File: src/rtl/pwm_capture.sv
// PWM capture: measures high time, period and integer duty percent of an asynchronous input.
// Static-input detection reports a timeout result carrying the held level.
module pwm_capture #(
  parameter int CLK_FREQ       = 50_000_000,
  parameter int CNT_W          = 32,
  parameter int TIMEOUT_CYCLES = CLK_FREQ / 10
) (
  input  logic             clk,
  input  logic             rst,
  input  logic             pwm_i,
  output logic             meas_valid_o,
  output logic [CNT_W-1:0] high_cnt_o,
  output logic [CNT_W-1:0] period_cnt_o,
  output logic [6:0]       duty_percent_o,
  output logic             static_o,
  output logic             static_level_o,
  output logic             busy_o,
  output logic             overrun_o
);

  localparam int NW = CNT_W + 7;
  localparam int SW = $clog2(NW + 1);
  localparam logic [CNT_W-1:0] TO_LIMIT = CNT_W'(TIMEOUT_CYCLES);
  localparam logic [SW-1:0]    LAST_STEP = SW'(NW - 1);

  typedef enum logic {IDLE = 1'b0, MEAS = 1'b1} state_t;

  state_t state, state_next;

  logic sync1, sync2, sync3, rise, fall, edge_seen;
  logic [CNT_W-1:0] period_cnt, high_cnt, to_cnt;
  logic armed, restart, close, fire, start, ov_set, finish;

  logic [CNT_W-1:0] den, rem, op_high;
  logic [NW-1:0]    quo, q_next;
  logic [SW-1:0]    step;
  logic [CNT_W:0]   rem_sh, diff;
  logic [CNT_W-1:0] rem_next;
  logic             ge;

  function automatic logic [CNT_W-1:0] sat_inc(input logic [CNT_W-1:0] v);
    return (v == '1) ? v : v + 1'b1;
  endfunction

  // sync3 is the level aligned with the rise/fall flags; all counting uses it
  always_ff @(posedge clk) begin
    if (rst) begin
      sync1 <= 1'b0;
      sync2 <= 1'b0;
      sync3 <= 1'b0;
      rise  <= 1'b0;
      fall  <= 1'b0;
    end else begin
      sync1 <= pwm_i;
      sync2 <= sync1;
      sync3 <= sync2;
      rise  <= sync2 & ~sync3;
      fall  <= ~sync2 & sync3;
    end
  end

  assign edge_seen = rise | fall;

  // Valid/ready-free interface: meas_valid_o is a single-cycle strobe, results hold until the next strobe.
  always_comb begin
    state_next = state;
    restart    = 1'b0;
    close      = 1'b0;
    fire       = armed && !edge_seen && (to_cnt >= TO_LIMIT) && !busy_o;
    case (state)
      IDLE: begin
        if (rise) begin
          restart    = 1'b1;
          state_next = MEAS;
        end
      end
      MEAS: begin
        if (rise) begin
          restart = 1'b1;
          close   = 1'b1;
        end else if (fire) begin
          state_next = IDLE;
        end
      end
      default: state_next = IDLE;
    endcase
  end

  assign start  = close && !busy_o;
  assign ov_set = close && busy_o;
  assign finish = busy_o && (step == LAST_STEP);

  always_ff @(posedge clk) begin
    if (rst) state <= IDLE;
    else     state <= state_next;
  end

  always_ff @(posedge clk) begin
    if (rst) begin
      period_cnt <= '0;
      high_cnt   <= '0;
    end else if (restart) begin
      period_cnt <= CNT_W'(1);
      high_cnt   <= CNT_W'(1);
    end else if (state == MEAS) begin
      period_cnt <= sat_inc(period_cnt);
      if (sync3) high_cnt <= sat_inc(high_cnt);
    end
  end

  // One static report per quiet stretch: armed drops on report, any edge re-arms
  always_ff @(posedge clk) begin
    if (rst) begin
      to_cnt <= '0;
      armed  <= 1'b1;
    end else begin
      if (edge_seen) to_cnt <= '0;
      else           to_cnt <= sat_inc(to_cnt);
      if (edge_seen) armed <= 1'b1;
      else if (fire) armed <= 1'b0;
    end
  end

  always_ff @(posedge clk) begin
    if (rst)         overrun_o <= 1'b0;
    else if (ov_set) overrun_o <= 1'b1;
  end

  // Restoring divider step; the top bit of diff is the borrow since rem < den always holds
  always_comb begin
    rem_sh   = {rem, quo[NW-1]};
    diff     = rem_sh - {1'b0, den};
    ge       = ~diff[CNT_W];
    rem_next = ge ? diff[CNT_W-1:0] : rem_sh[CNT_W-1:0];
    q_next   = {quo[NW-2:0], ge};
  end

  always_ff @(posedge clk) begin
    if (rst) begin
      busy_o  <= 1'b0;
      step    <= '0;
      rem     <= '0;
      quo     <= '0;
      den     <= '0;
      op_high <= '0;
    end else if (busy_o) begin
      rem  <= rem_next;
      quo  <= q_next;
      step <= step + 1'b1;
      if (finish) busy_o <= 1'b0;
    end else if (start) begin
      den     <= period_cnt;
      op_high <= high_cnt;
      quo     <= {7'b0, high_cnt} * NW'(100);
      rem     <= '0;
      step    <= '0;
      busy_o  <= 1'b1;
    end
  end

  always_ff @(posedge clk) begin
    if (rst) begin
      meas_valid_o   <= 1'b0;
      high_cnt_o     <= '0;
      period_cnt_o   <= '0;
      duty_percent_o <= '0;
      static_o       <= 1'b0;
      static_level_o <= 1'b0;
    end else begin
      meas_valid_o <= 1'b0;
      if (finish) begin
        meas_valid_o   <= 1'b1;
        high_cnt_o     <= op_high;
        period_cnt_o   <= den;
        duty_percent_o <= (q_next > NW'(100)) ? 7'd100 : q_next[6:0];
        static_o       <= 1'b0;
      end else if (fire) begin
        meas_valid_o   <= 1'b1;
        high_cnt_o     <= '0;
        period_cnt_o   <= '0;
        duty_percent_o <= sync3 ? 7'd100 : 7'd0;
        static_o       <= 1'b1;
        static_level_o <= sync3;
      end
    end
  end

endmodule
File: config.mk
export PLATFORM = sky130hd
export DESIGN_NAME = pwm_capture
export DESIGN_NICKNAME = d
export VERILOG_FILES = /design/src/rtl/pwm_capture.sv
export SDC_FILE = /design/constraint.sdc
export NUM_CORES = 1
export LEC_CHECK = 0
export CAP_MARGIN = 5
export CORE_ASPECT_RATIO = 1.25
export CORE_MARGIN = 1.5
export CORE_UTILIZATION = 40
export CTS_CLUSTER_DIAMETER = 60
export DETAILED_ROUTE_END_ITERATION = 8
export PLACE_DENSITY = 0.68
export SLEW_MARGIN = 15
export SYNTH_ARGS = -nofsm -noshare
export SYNTH_HDL_FRONTEND = slang
export SYNTH_SLANG_ARGS = --single-unit
export TNS_END_PERCENT = 20
File: constraint.sdc
create_clock -name clk -period 5.05 [get_ports clk]
set_input_delay 0.7575 -clock clk [delete_from_list [all_inputs] [get_ports clk]]
set_output_delay 0.7575 -clock clk [all_outputs]
set_load 0.01 [all_outputs]
==> flow_summary.toml <==
[routing]
drc_errors = 0
avgRoutedWirePerCell_um = 14.9
drt_iter0_drc = 865
drt.antenna.violating_nets = 0
vias_per_cell = 5.29
wl_um = 41600
vias = 14800
route.met2.wl_um = 20700
drt_first_pass_iters = 5
drt-met1-wl_um = 17700
routed-wl-met3_um = 1480
top_layer_used = "met4"

[timing]
setup_viol = 0
drv_slew = 0
postLayoutSetupSlackWorst_ps = 676
min_period_over_period_pct = 86.6
rsz0062_at_grt = "no"
period_needed_ps = 4370
fmax_ghz = 0.229
relSlewSlack_pct = 27.9
fin_setup_tns_ps = 0
skew_ps = 21.8
hold_violations = 0
tightest_slew_ps = 1080

[die]
die_h_um = 237
die_w_um = 190
row_count = 85
start_util_pct = 40.7
core_mm2 = 0.0432
ios = 79
die_area_mm2 = 0.0452

[global_route]
grt_pass1_wl_um = 70500
track_usage_pct = 18.7
grt_pass1_vias = 14700
grt_overflow = 0
antenna_found_initial = 0
grt_max_degree = 69

[critical_path]
crit_path_cell_trace = "ha_1 > ha_1 > fa_1 > ha_1 > a21o_1 > a311oi_1 > nor2_1 > a221oi_2 > o31ai_2 > a311oi_4 > o21ai_0 > xnor2_1 > a221oi_1 > nor2_1"
required_ps = 5430
end_kind = "flip-flop"
r2r_cells = 14
critPathArrivalTime_ps = 4760
critPathMaxStageDelay_ps = 470
critPathBufInv = 0
crit_path_top_delay_cell = "fa_1"
crit_path_start_kind = "flip-flop"
path_max_fanout = 6
crit_family = "compound AO/OA/AOI/OAI gates"
path_common_cell = "ha_1"
critPathKind = "reg -> reg"
worst-path-stages = 14

[cells_and_area]
syn_to_final_growth_pct = 14.7
layout.area.seq_mm2 = 0.00641
final_common_cell = "nand2_1"
drive_gt1_share_pct = 4.44
final_cell_mix = "nand2_1, dfxtp_1, a21oi_1"
diodes = 0
postLayoutCoreUtil_pct = 46.7
fillers = 4199
nNetsFinal = 2373
multi_input_area_mm2 = 0.0101

[synth]
yosysWarnings = 0
synthArstFlopShare_pct = 0
synth_top_cell_by_area = "dfxtp_1"
ys.flop_type = "dfxtp_1"
syn_area_mm2 = 0.0176
avgSynthCellArea_um2 = 8.08
synth-edff-count = 0
synth_nets = 2344
ys_seq_elements = 320
synth_cell_type_count = 71
synthCells = 2174
synth_top_cells_by_area = "dfxtp_1, ha_1, nand2_1"
synth.top_cell.area_share_pct = 36.5
ys_seq_area_share_pct = 36.5

[clock_tree]
cts_hold_buf = 0
root_buffer = "clkbuf_16"
cts_buffers = 35
path_clk_slew_ps = 60
tritoncts = "built"
cts.htree.levels = 2
post_cts_buffers = 0
clk_latency_ps = 530
cts.sinks = 320
cts-resized-gates = 0
cts_max_path_buffers = 3

[min_path]
min_path_type = "reg -> reg"
hold_depth = 1

[run_status]
outcome = "completed"

[job]
cap_violations = 0

[power]
powerDensity_mw_per_mm2 = 275
ir_drop_mv = 0.259
leakagePower_uw = 0.00821

[placed_design]
dpl.hpwl_um = 29900
portBuffers = 78
gp_congestion = 0.889
dp_slack_ps = 686
[final timing paths]
kind         slack (ps)  endpoint        start
min reg2reg         440     sync2        sync1
min                 440     sync2        sync1
max reg2reg         680   quo[30]  high_cnt[5]
max                 680   quo[30]  high_cnt[5]
[layout make-up]
| type | count | area share, % |
|---|---|---|
| sequential | 320 | 31.8 |
| tap | 565 | 3.51 |
| clock inverter | 14 | 1.56 |
| timing repair buffer | 94 | 4.54 |
| clock buffer | 49 | 5.02 |
| multi-input combinational | 1575 | 50.3 |
| inverter | 177 | 3.30 |
[registers in the layout, summed over array words and instances, names as in the netlist, 6 cells and up]
name,count
period_cnt,32
period_cnt_o,32
duty_percent_o,7
quo,39
rem,32
step,6
to_cnt,32
den,32
high_cnt_o,32
high_cnt,32
op_high,32
[cells in the mapped netlist (3+ instances only)]
cell       count
o31ai_1        3
a311oi_1       3
nor2b_1       23
a221oi_1       6
buf_1          8
nor2_1       153
a2bb2oi_1      8
or2_2          7
nor3_1        22
a21boi_0       3
or3_1         15
o21bai_1      10
and4_1         9
o211a_1        3
o21ai_1       10
and3_1        25
o21ai_0       68
nor4_1        10
nor3b_1        3
nand2_1      350
xnor2_1       79
o2111ai_1      3
and2_1        13
fa_1          28
a21oi_1      241
a21o_1        33
a211oi_1       8
a22oi_1        8
nand4_1       22
xor2_1        61
clkbuf_1      90
dfxtp_1      320
o211ai_1       6
nand2b_1       8
inv_1        177
mux2i_1       28
ha_1         139
a22o_1         6
a31o_2         3
a31oi_1       13
nand3_1      111
[where the power goes]
group | switching [uW] | total (uW) | internal, uW
Combinational | 58.4 | 73.5 | 15.1
Clock | 1050 | 2920 | 1870
Sequential | 6.63 | 2540 | 2530
Total | 1120 | 5530 | 4410
[through the flow]
| stage | power, uW | instance area (um2) | hold WS [ps] | std cells |
|---|---|---|---|---|
| after floorplan | 2640 | 17600 | 390 | 2174 |
| after global placement | 2670 | 18800 | 421 | 2731 |
| after detailed placement | 2670 | 18800 | 431 | 2731 |
| after CTS | 5600 | 20100 | 445 | 2794 |
| after global routing | 5700 | 20100 | 468 | 2794 |
| final | 5530 | 20100 | 440 | 2794 |
[per-layer routing]
layer,global-route usage (%),vias up
met2,33.7,238
met3,2.26,95
met1,22.1,7046
li1,-,7411
met5,0,-
met4,7.97,0
[worst register-to-register path, stage by stage, from the launching register on]
cell	delay, ps
dfxtp_1	420
ha_1	270
ha_1	290
fa_1	470
ha_1	400
a21o_1	230
a311oi_1	300
nor2_1	120
a221oi_2	380
o31ai_2	170
a311oi_4	400
o21ai_0	240
xnor2_1	170
a221oi_1	300
nor2_1	60
[logic make-up (layout without fill, tap and decap cells)]
group	after synthesis	in the layout	share of synthesized area, %
fa+ha+maj	167	167	13.1
mux	29	29	1.66
compound gates	459	459	15.7
buf+inv	279	334	6.06
xor+xnor	141	141	7.14
simple gates	779	779	19.8
flops	320	320	36.5
Note: power is estimated with default switching activity, not from simulation.
